### config.mk
export PLATFORM = sky130hd
export DESIGN_NAME = adder_seq_nbit_flat
export DESIGN_NICKNAME = d
export VERILOG_FILES = /design/src/rtl/alu_pkg.sv /design/src/rtl/adder_seq_nbit_if.sv /design/src/rtl/adder_chunk.sv /design/src/rtl/adder_seq_nbit.sv /design/src/flat_wrapper.sv
export SDC_FILE = /design/constraint.sdc
export NUM_CORES = 1
export LEC_CHECK = 0
export CORE_MARGIN = 2
export CORE_UTILIZATION = 45
export DETAILED_ROUTE_END_ITERATION = 8
export DONT_BUFFER_PORTS = 1
export MAX_ROUTING_LAYER = met4
export PLACE_DENSITY = 0.57
export SLEW_MARGIN = 15
export SYNTH_ARGS = -nofsm -noshare
export SYNTH_HDL_FRONTEND = slang
export SYNTH_SLANG_ARGS = --single-unit
### constraint.sdc
create_clock -name clk -period 4.7 [get_ports clk]
set_input_delay 0.705 -clock clk [delete_from_list [all_inputs] [get_ports clk]]
set_output_delay 0.705 -clock clk [all_outputs]
set_load 0.02 [all_outputs]
### src/rtl/alu_pkg.sv
// Shared ALU constants: sequential adder FSM encoding and op codes.
// Imported by the multi-cycle adder datapath.
package alu_pkg;

  localparam logic [1:0] ST_IDLE = 2'd0;
  localparam logic [1:0] ST_BUSY = 2'd1;
  localparam logic [1:0] ST_DONE = 2'd2;

  localparam logic OP_ADD = 1'b0;
  localparam logic OP_SUB = 1'b1;

endpackage

### src/rtl/adder_seq_nbit_if.sv
// Operand/result handshake bundle for the sequential adder.
// master = producer/consumer side, slave = adder side.
interface adder_seq_nbit_if #(
  parameter int WIDTH = 32
);

  logic             in_valid;
  logic             in_ready;
  logic [WIDTH-1:0] a;
  logic [WIDTH-1:0] b;
  logic             sub;
  logic             out_valid;
  logic             out_ready;
  logic [WIDTH-1:0] sum;
  logic             cout;
  logic             ovf;

  modport master (
    output in_valid, a, b, sub, out_ready,
    input  in_ready, out_valid, sum, cout, ovf
  );

  modport slave (
    input  in_valid, a, b, sub, out_ready,
    output in_ready, out_valid, sum, cout, ovf
  );

endinterface

### src/rtl/adder_chunk.sv
// CHUNK-bit combinational ripple slice; also exposes the carry
// into its MSB so the caller can derive signed overflow.
module adder_chunk #(
  parameter int CHUNK = 8
) (
  input  logic [CHUNK-1:0] a_i,
  input  logic [CHUNK-1:0] b_i,
  input  logic             cin_i,
  output logic [CHUNK-1:0] sum_o,
  output logic             cout_o,
  output logic             c_msb_o
);

  logic [CHUNK:0] c;

  always_comb begin
    c     = '0;
    sum_o = '0;
    c[0]  = cin_i;
    for (int i = 0; i < CHUNK; i++) begin
      sum_o[i] = a_i[i] ^ b_i[i] ^ c[i];
      c[i+1]   = (a_i[i] & b_i[i]) |
                 (c[i] & (a_i[i] ^ b_i[i]));
    end
  end

  assign cout_o  = c[CHUNK];
  assign c_msb_o = c[CHUNK-1];

endmodule

### src/rtl/adder_seq_nbit.sv
// Multi-cycle add/sub: one CHUNK-bit segment per cycle, LSB first.
// Define ADDER_SAT_EN to clamp overflowing results to signed extremes.
module adder_seq_nbit
  import alu_pkg::*;
#(
  parameter int WIDTH = 32,
  parameter int CHUNK = 8
) (
  input  logic            clk,
  input  logic            rst_n,
  adder_seq_nbit_if.slave bus
);

  localparam int NSEG = WIDTH / CHUNK;
  localparam int SEGW = (NSEG > 1) ? $clog2(NSEG) : 1;
  localparam logic [SEGW-1:0] SEG_LAST = SEGW'(NSEG - 1);

`ifdef ADDER_SAT_EN
  localparam logic [WIDTH-1:0] SAT_POS =
    {1'b0, {(WIDTH-1){1'b1}}};
  localparam logic [WIDTH-1:0] SAT_NEG =
    {1'b1, {(WIDTH-1){1'b0}}};
`endif

  logic [1:0]       state_q, state_d;
  logic [SEGW-1:0]  seg_q, seg_d;
  logic             carry_q, carry_d;
  logic [WIDTH-1:0] a_q, a_d;
  logic [WIDTH-1:0] b_q, b_d;
  logic [WIDTH-1:0] sum_q, sum_d;
  logic             cout_q, cout_d;
  logic             ovf_q, ovf_d;

  logic [CHUNK-1:0] a_seg, b_seg, s_seg;
  logic             c_seg, cm_seg;

  assign a_seg = a_q[seg_q*CHUNK +: CHUNK];
  assign b_seg = b_q[seg_q*CHUNK +: CHUNK];

  adder_chunk #(
    .CHUNK(CHUNK)
  ) u_chunk (
    .a_i    (a_seg),
    .b_i    (b_seg),
    .cin_i  (carry_q),
    .sum_o  (s_seg),
    .cout_o (c_seg),
    .c_msb_o(cm_seg)
  );

  always_comb begin
    state_d = state_q;
    seg_d   = seg_q;
    carry_d = carry_q;
    a_d     = a_q;
    b_d     = b_q;
    sum_d   = sum_q;
    cout_d  = cout_q;
    ovf_d   = ovf_q;
    unique case (1'b1)
      state_q == ST_IDLE: begin
        if (bus.in_valid) begin
          a_d     = bus.a;
          b_d     = (bus.sub == OP_SUB) ? ~bus.b : bus.b;
          carry_d = (bus.sub == OP_SUB);
          seg_d   = '0;
          state_d = ST_BUSY;
        end
      end
      state_q == ST_BUSY: begin
        sum_d[seg_q*CHUNK +: CHUNK] = s_seg;
        carry_d = c_seg;
        seg_d   = seg_q + 1'b1;
        if (seg_q == SEG_LAST) begin
          cout_d  = c_seg;
          ovf_d   = cm_seg ^ c_seg;
          state_d = ST_DONE;
`ifdef ADDER_SAT_EN
          // carry out set on overflow means both inputs were negative
          if (cm_seg ^ c_seg)
            sum_d = c_seg ? SAT_NEG : SAT_POS;
`endif
        end
      end
      state_q == ST_DONE: begin
        if (bus.out_ready)
          state_d = ST_IDLE;
      end
      default: state_d = ST_IDLE;
    endcase
  end

  always_ff @(posedge clk or negedge rst_n) begin
    if (!rst_n) begin
      state_q <= ST_IDLE;
      seg_q   <= '0;
      carry_q <= 1'b0;
      a_q     <= '0;
      b_q     <= '0;
      sum_q   <= '0;
      cout_q  <= 1'b0;
      ovf_q   <= 1'b0;
    end else begin
      state_q <= state_d;
      seg_q   <= seg_d;
      carry_q <= carry_d;
      a_q     <= a_d;
      b_q     <= b_d;
      sum_q   <= sum_d;
      cout_q  <= cout_d;
      ovf_q   <= ovf_d;
    end
  end

  assign bus.in_ready  = (state_q == ST_IDLE);
  assign bus.out_valid = (state_q == ST_DONE);
  assign bus.sum       = sum_q;
  assign bus.cout      = cout_q;
  assign bus.ovf       = ovf_q;

endmodule

### src/flat_wrapper.sv
// flat-port wrapper written by rule: the top's interface ports become plain ports
module adder_seq_nbit_flat import alu_pkg::*;
#(
  parameter int WIDTH = 32,
  parameter int CHUNK = 8
)
  (clk, rst_n, bus_in_valid, bus_a, bus_b, bus_sub, bus_out_ready, bus_in_ready, bus_out_valid, bus_sum, bus_cout, bus_ovf);
  adder_seq_nbit_if #(.WIDTH(WIDTH)) bus_i ();
  input  logic clk;
  input  logic rst_n;
  input wire logic [$bits(bus_i.in_valid)-1:0] bus_in_valid;
  input wire logic [$bits(bus_i.a)-1:0] bus_a;
  input wire logic [$bits(bus_i.b)-1:0] bus_b;
  input wire logic [$bits(bus_i.sub)-1:0] bus_sub;
  input wire logic [$bits(bus_i.out_ready)-1:0] bus_out_ready;
  output wire logic [$bits(bus_i.in_ready)-1:0] bus_in_ready;
  output wire logic [$bits(bus_i.out_valid)-1:0] bus_out_valid;
  output wire logic [$bits(bus_i.sum)-1:0] bus_sum;
  output wire logic [$bits(bus_i.cout)-1:0] bus_cout;
  output wire logic [$bits(bus_i.ovf)-1:0] bus_ovf;
  assign bus_i.in_valid = bus_in_valid;
  assign bus_i.a = bus_a;
  assign bus_i.b = bus_b;
  assign bus_i.sub = bus_sub;
  assign bus_i.out_ready = bus_out_ready;
  assign bus_in_ready = bus_i.in_ready;
  assign bus_out_valid = bus_i.out_valid;
  assign bus_sum = bus_i.sum;
  assign bus_cout = bus_i.cout;
  assign bus_ovf = bus_i.ovf;
  adder_seq_nbit #(.WIDTH(WIDTH), .CHUNK(CHUNK)) u_core (.clk(clk), .rst_n(rst_n), .bus(bus_i));
endmodule
After elaboration in Yosys (flattened, before gate mapping)
Index checks and enable logic that the tools add are counted.
{"block": "totals", "register_bits": 103, "in_bits": 69, "elab_cells": 78}
{"block": "op_classes", "n_addsub": 2, "n_eq_ne": 6, "shift": 4, "n_mux": 10, "bitwise": 42, "n_reduce_logical": 6}
{"operator": "$shiftx A32 B6 Y8", "count": 2}
{"operator": "$neg A5 Y34", "count": 1}
{"operator": "$shift A8 B34 Y32 const A", "count": 1}
{"operator": "$shiftx A8 B34 Y32", "count": 1}
{"operator": "$bwmux W32", "count": 1}
{"operator": "$mux W32", "count": 1}
{"operator": "$not A32 Y32", "count": 1}
{"operator": "$xor A1 B1 Y1", "count": 17}
{"operator": "$and A1 B1 Y1", "count": 16}
{"operator": "$mux W2", "count": 4}
{"operator": "$or A1 B1 Y1", "count": 8}
{"operator": "$ne A2 B2 Y1 const B", "count": 3}
{"operator": "$pmux W2 S3", "count": 1}
{"operator": "$reduce_and A2 Y1", "count": 3}
{"operator": "$eq A2 B2 Y1 const B", "count": 2}
{"operator": "$pmux W2 S2", "count": 1}
{"operator": "$reduce_and A3 Y1", "count": 1}
{"operator": "$add A2 B1 Y2 const B", "count": 1}
{"operator": "$eq A2 B1 Y1 const B", "count": 1}
{"operator": "$logic_not A2 Y1", "count": 1}
{"operator": "$pmux W1 S2", "count": 1}
{"operator": "$reduce_bool A2 Y1", "count": 1}
{"operator": "$mux W1", "count": 1}

Longest topological paths before layout
{"block": "logic_depth", "word_depth": 19, "mapped_depth": 14, "mapped_depth_nobuf": 13}

Hierarchy
From an unflattened synthesis, not the netlist that was laid out.
{"block": "unflattened", "hier_cells": 365, "hier_area_um2": 4789.6}
{"module": "adder_seq_nbit", "instances": 1, "cells_per_inst": 347, "area_each_um2": 4591.9}
{"module": "adder_chunk", "instances": 1, "cells_per_inst": 18, "area_each_um2": 197.7}

Worst setup path after synthesis
OpenSTA, ideal clock, no wires.
{"block": "synth_path", "kind": "register -> register", "start": "reg u_core.seg_q[0]", "end": "reg u_core.sum_q[31], in the netlist u_core.bus.sum[31]", "setup_time_ps": 121, "arrival_time_ps": 4129, "required_time_ps": 4579, "setup_slack_ps": 450, "stages_incl_launch_ff": 14, "path_buffers": 1, "period_less_slack_ps": 4250, "path_cell_list": "dfrtp_1 -> buf_4 -> mux4_2 -> inv_1 -> fa_1 -> fa_1 -> fa_1 -> fa_1 -> fa_1 -> fa_1 -> inv_1 -> fa_1 -> fa_1 -> a22o_1"}
{"block": "synth_via", "elab_chain_len": 19, "elab_cells_between_ends": 43}
{"item": "start, declared", "line": "adder_seq_nbit.sv:26", "text": "logic [SEGW-1:0] seg_q, seg_d;"}
{"item": "start signal, assigned", "line": "adder_seq_nbit.sv:105", "text": "seg_q <= seg_d;"}
{"item": "$shiftx A32 B6 Y8, on equally long branches", "line": "adder_seq_nbit.sv:37, adder_seq_nbit.sv:38"}
{"item": "$xor A1 B1 Y1", "line": "adder_chunk.sv:21, adder_chunk.sv:23"}
{"item": "$and A1 B1 Y1", "line": "adder_chunk.sv:23", "text": "(c[i] & (a_i[i] ^ b_i[i]));"}
{"item": "$or A1 B1 Y1", "line": "adder_chunk.sv:22", "text": "c[i+1] = (a_i[i] & b_i[i]) |"}
{"item": "$and A1 B1 Y1", "line": "adder_chunk.sv:23"}
{"item": "$or A1 B1 Y1", "line": "adder_chunk.sv:22"}
{"item": "$and A1 B1 Y1", "line": "adder_chunk.sv:23"}
{"item": "$or A1 B1 Y1", "line": "adder_chunk.sv:22"}
{"item": "[3 not listed]"}
{"item": "$or A1 B1 Y1", "line": "adder_chunk.sv:22"}
{"item": "$and A1 B1 Y1", "line": "adder_chunk.sv:23"}
{"item": "$or A1 B1 Y1", "line": "adder_chunk.sv:22"}
{"item": "$and A1 B1 Y1", "line": "adder_chunk.sv:23"}
{"item": "$or A1 B1 Y1", "line": "adder_chunk.sv:22"}
{"item": "$xor A1 B1 Y1", "line": "adder_chunk.sv:21", "text": "sum_o[i] = a_i[i] ^ b_i[i] ^ c[i];"}
{"item": "$shiftx A8 B34 Y32", "line": "adder_seq_nbit.sv:71", "text": "sum_d[seg_q*CHUNK +: CHUNK] = s_seg;"}
{"item": "$bwmux W32 (*)", "line": "adder_seq_nbit.sv:71"}
{"item": "end signal, assigned", "line": "adder_seq_nbit.sv:109", "text": "sum_q <= sum_d;"}
{"item": "end, declared", "line": "adder_seq_nbit.sv:30", "text": "logic [WIDTH-1:0] sum_q, sum_d;"}
Mark *: on every way between the ends. The rest lies on a longest branch, timed or not.
A chain may end at the register's enable or synchronous reset.

Final worst setup path
Ends and elaborated chain as after synthesis.

==> results.md <==
* Vias in the first global route at ~2800
* Mapped Nets at 456
* DR vias/cell at around 5.5
* Hold Violations, Final at 0
* H-tree depth at 3
* Die Width at 107 um
* Inserted Clock Buffers at 9
* Part of the Yosys area used for sequential elements at 53.6%
* Top post-synthesis cells by area: dfrtp_1 (54%), mux2_2 (8.0%), mux4_2 (7.5%)
* Core area at 10400 um2
* Yosys warning count at 0
* Clock Tree Buf Depth at 2
* Resize count post-CTS at 0
* Die Height at 107 um
* Crit. Startpoint: u_core.seg_q[0]
* CP Cell Sequence: mux4_2 > inv_1 > fa_1 > fa_1 > fa_1 > fa_1 > fa_1 > fa_1 > inv_1 > fa_1 > fa_1 > a22o_1
* Vias at 2780
* Final-stage net count at 450
* Clk_skew at 0.0168 ns
* Root buf cell: clkbuf_8
* Starting DRC count in detailed routing at 129
* Slew @ Worst Pin at 0.992 ns
* Post-synthesis cell count at between 300 and 400
* Most frequent CP cell: fa_1
* Final period util at 90.8%
* Wire length of the first global-routing pass at roughly 16000 um
* Grt ovf at 0
* Final hold slack at 0.0339 ns
* Die area at roughly 12000 um2
* Clock Pin Slew Worst Setup and Hold Paths at 0.09 ns
* Antenna viol nets, final at 0
* Peak Freq at 234 MHz
* Pins Over Slew Limit at 0
* Status: finished, final reports clean
* Hold Buf Count CTS at 0
* # DRC at 0
* DP HPWL at 7000 um
* Row cnt at 37
* Clock Sinks at 103
* Crit path max fanout at 4
* Initial Util at 46.4%
* DR pass1 iterations at 4
* Clk_lat worst skew at between 0.3 and 0.4 ns
* Arr. time, crit path at between 4 and 5 ns
* P&R area growth vs syn at 5.15%
* Setup bufs post-CTS at 0
* Critical-path top delay cell: fa_1
* Proportion of layout cells with a drive suffix above 1 at 18.9%
* Final WL at 9820 um
* Largest net degree at the start of global routing at 104
* Final Total Pwr at 0.00414 W
* RSZ-0062 raised after global routing: no
* Crit path time final at 4.27 ns
* Setup TNS at 0 ns
* Cell family with most CP delay: adder cells
* Initial antenna violation count at 1
* CP required at 4.94 ns
* Yosys reg bits at 103
* Crit start category: flip-flop
* IO Count at 105
* Area leader, netlist: dfrtp_1
* Pwr/cell area at 818 nW/um2
* WP buf/inv at 2
* Unique cell type count in the Yosys netlist at 28
* Worst stage delay on the critical path at 0.46 ns
* Top cell type's share of synthesized area at 53.6%
* Max-slew headroom at 33.9%
* Global Route Usage Sum at 18.3%
* Peak VDD IR at 0.000352 V
* Worst Setup End Kind: flip-flop
* Reg-to-reg startpoint: u_core.seg_q[0]
* I/O Buffers at 0
* Crit Path Class: flip-flop to flip-flop
* Post-DP Area at 4880 um2
* Syn_area_per_cell at approximately 13 um2
* Design area at 5060 um2
* RD Place Congestion at roughly 0.8
* CTS tree: built
* Synth Cell Area at 4810 um2
* Routed length per instance at 19.3 um
* Max_cap viols at 0
* Static leakage at 2.10 nW
* Hold Crit Class: input pin to asynchronous set/reset pin
* Setup violations, final at 0
per-stage QoR:
step | util, % | worst slack (ns) | cells
2_1_floorplan | - | 0.450 | 373
3_5_place_dp | 47.0 | 0.423 | 492
6_report | 48.8 | 0.432 | 508
3_3_place_gp | 47.0 | 0.501 | 492
4_1_cts | 48.8 | 0.417 | 507
5_1_grt | 48.8 | 0.187 | 508
sequential cells by signal (all words and copies together), names as in the netlist:
name,count
u_core.carry_q,1
u_core.a_q,32
u_core.seg_q,2
u_core.state_q,2
u_core.bus.cout,1
u_core.bus.ovf,1
u_core.bus.sum,32
u_core.b_q,32
kinds of logic (layout without fill, tap and decap cells):
kind of cell | after synthesis | after routing | share of synthesized area, %
fa+ha+maj | 14 | 14 | 4.89
buf+inv | 41 | 39 | 4.42
other cells | 0 | 1 | 0
simple gates | 62 | 62 | 5.96
compound gates | 70 | 70 | 9.70
flops | 103 | 103 | 53.6
xor+xnor | 33 | 33 | 6.01
mux | 50 | 50 | 15.4
cells in the mapped netlist:
| master | n |
|---|---|
| and3_1 | 1 |
| buf_4 | 5 |
| xnor2_1 | 33 |
| fa_1 | 8 |
| inv_1 | 19 |
| nor3b_4 | 1 |
| a22o_1 | 3 |
| o21ai_0 | 2 |
| nor2b_1 | 3 |
| nand2_1 | 14 |
| o2bb2ai_1 | 22 |
| dfrtp_1 | 103 |
| nor3b_1 | 1 |
| buf_2 | 14 |
| nand4_1 | 2 |
| nand2b_1 | 1 |
| mux2_2 | 34 |
| nor4bb_1 | 1 |
| o31ai_1 | 8 |
| buf_6 | 3 |
| mux4_2 | 16 |
| nand3_1 | 1 |
| a21oi_1 | 34 |
| nor2_1 | 34 |
| a22oi_1 | 1 |
| ha_1 | 6 |
| nand3b_1 | 2 |
| or2_2 | 1 |
final cells by class:
type,instances,area [um2]
antenna,1,2.50
multi-input combinational,229,2020
fill,969,5310
clock buffer,11,131
timing repair buffer,5,37.5
inverter,19,71.3
tap,136,170
clock inverter,4,47.5
sequential,103,2580
final timing paths:
path | cells after the start | slack (ns) | endpoint
worst min-delay path | 0 | 0.03 | u_core.bus.sum[20]
worst min register to register | 1 | 0.51 | u_core.a_q[7]
max in group asynchronous | 0 | 4.52 | u_core.b_q[23]
worst max-delay path | 12 | 0.43 | u_core.bus.sum[31]
worst max register to register | 12 | 0.43 | u_core.bus.sum[31]
min in group clk | 1 | 0.45 | u_core.state_q[1]
cell usage in the layout (no fill, tap or decap), types with 3 or more instances in the layout:
cell and instances:
dfrtp_1 103, nor2_1 34, mux2_2 34, a21oi_1 34
xnor2_1 33, o2bb2ai_1 22, inv_1 19, mux4_2 16
nand2_1 14, clkbuf_8 9, o31ai_1 8, fa_1 8
ha_1 6, buf_4 5, nor2b_1 3, a22o_1 3
worst register-to-register path, cell delays in order, from the launching register on:
cell,delay (ns)
dfrtp_1,0.44
mux4_2,0.35
inv_1,0.05
fa_1,0.40
fa_1,0.39
fa_1,0.39
fa_1,0.39
fa_1,0.39
fa_1,0.37
inv_1,0.09
fa_1,0.22
fa_1,0.46
a22o_1,0.22
where the power goes:
part | switching (W) | internal, W | total (W)
sequential | 0.000360 | 0.00127 | 0.00163
clock | 0.000290 | 0.000243 | 0.000533
combinational | 0.00106 | 0.000911 | 0.00197
total | 0.00171 | 0.00243 | 0.00414
metal layers:
layer | vias up | share of wire, % | GRT usage [%]
li1 | 1289 | - | -
met1 | 1397 | 44 | 24.0
met2 | 83 | 48 | 28.0
met3 | 11 | 6.9 | 5.08
met4 | 0 | 1.2 | 5.86
met5 | - | 0 | -
Note: power is estimated with default switching activity, not from simulation.
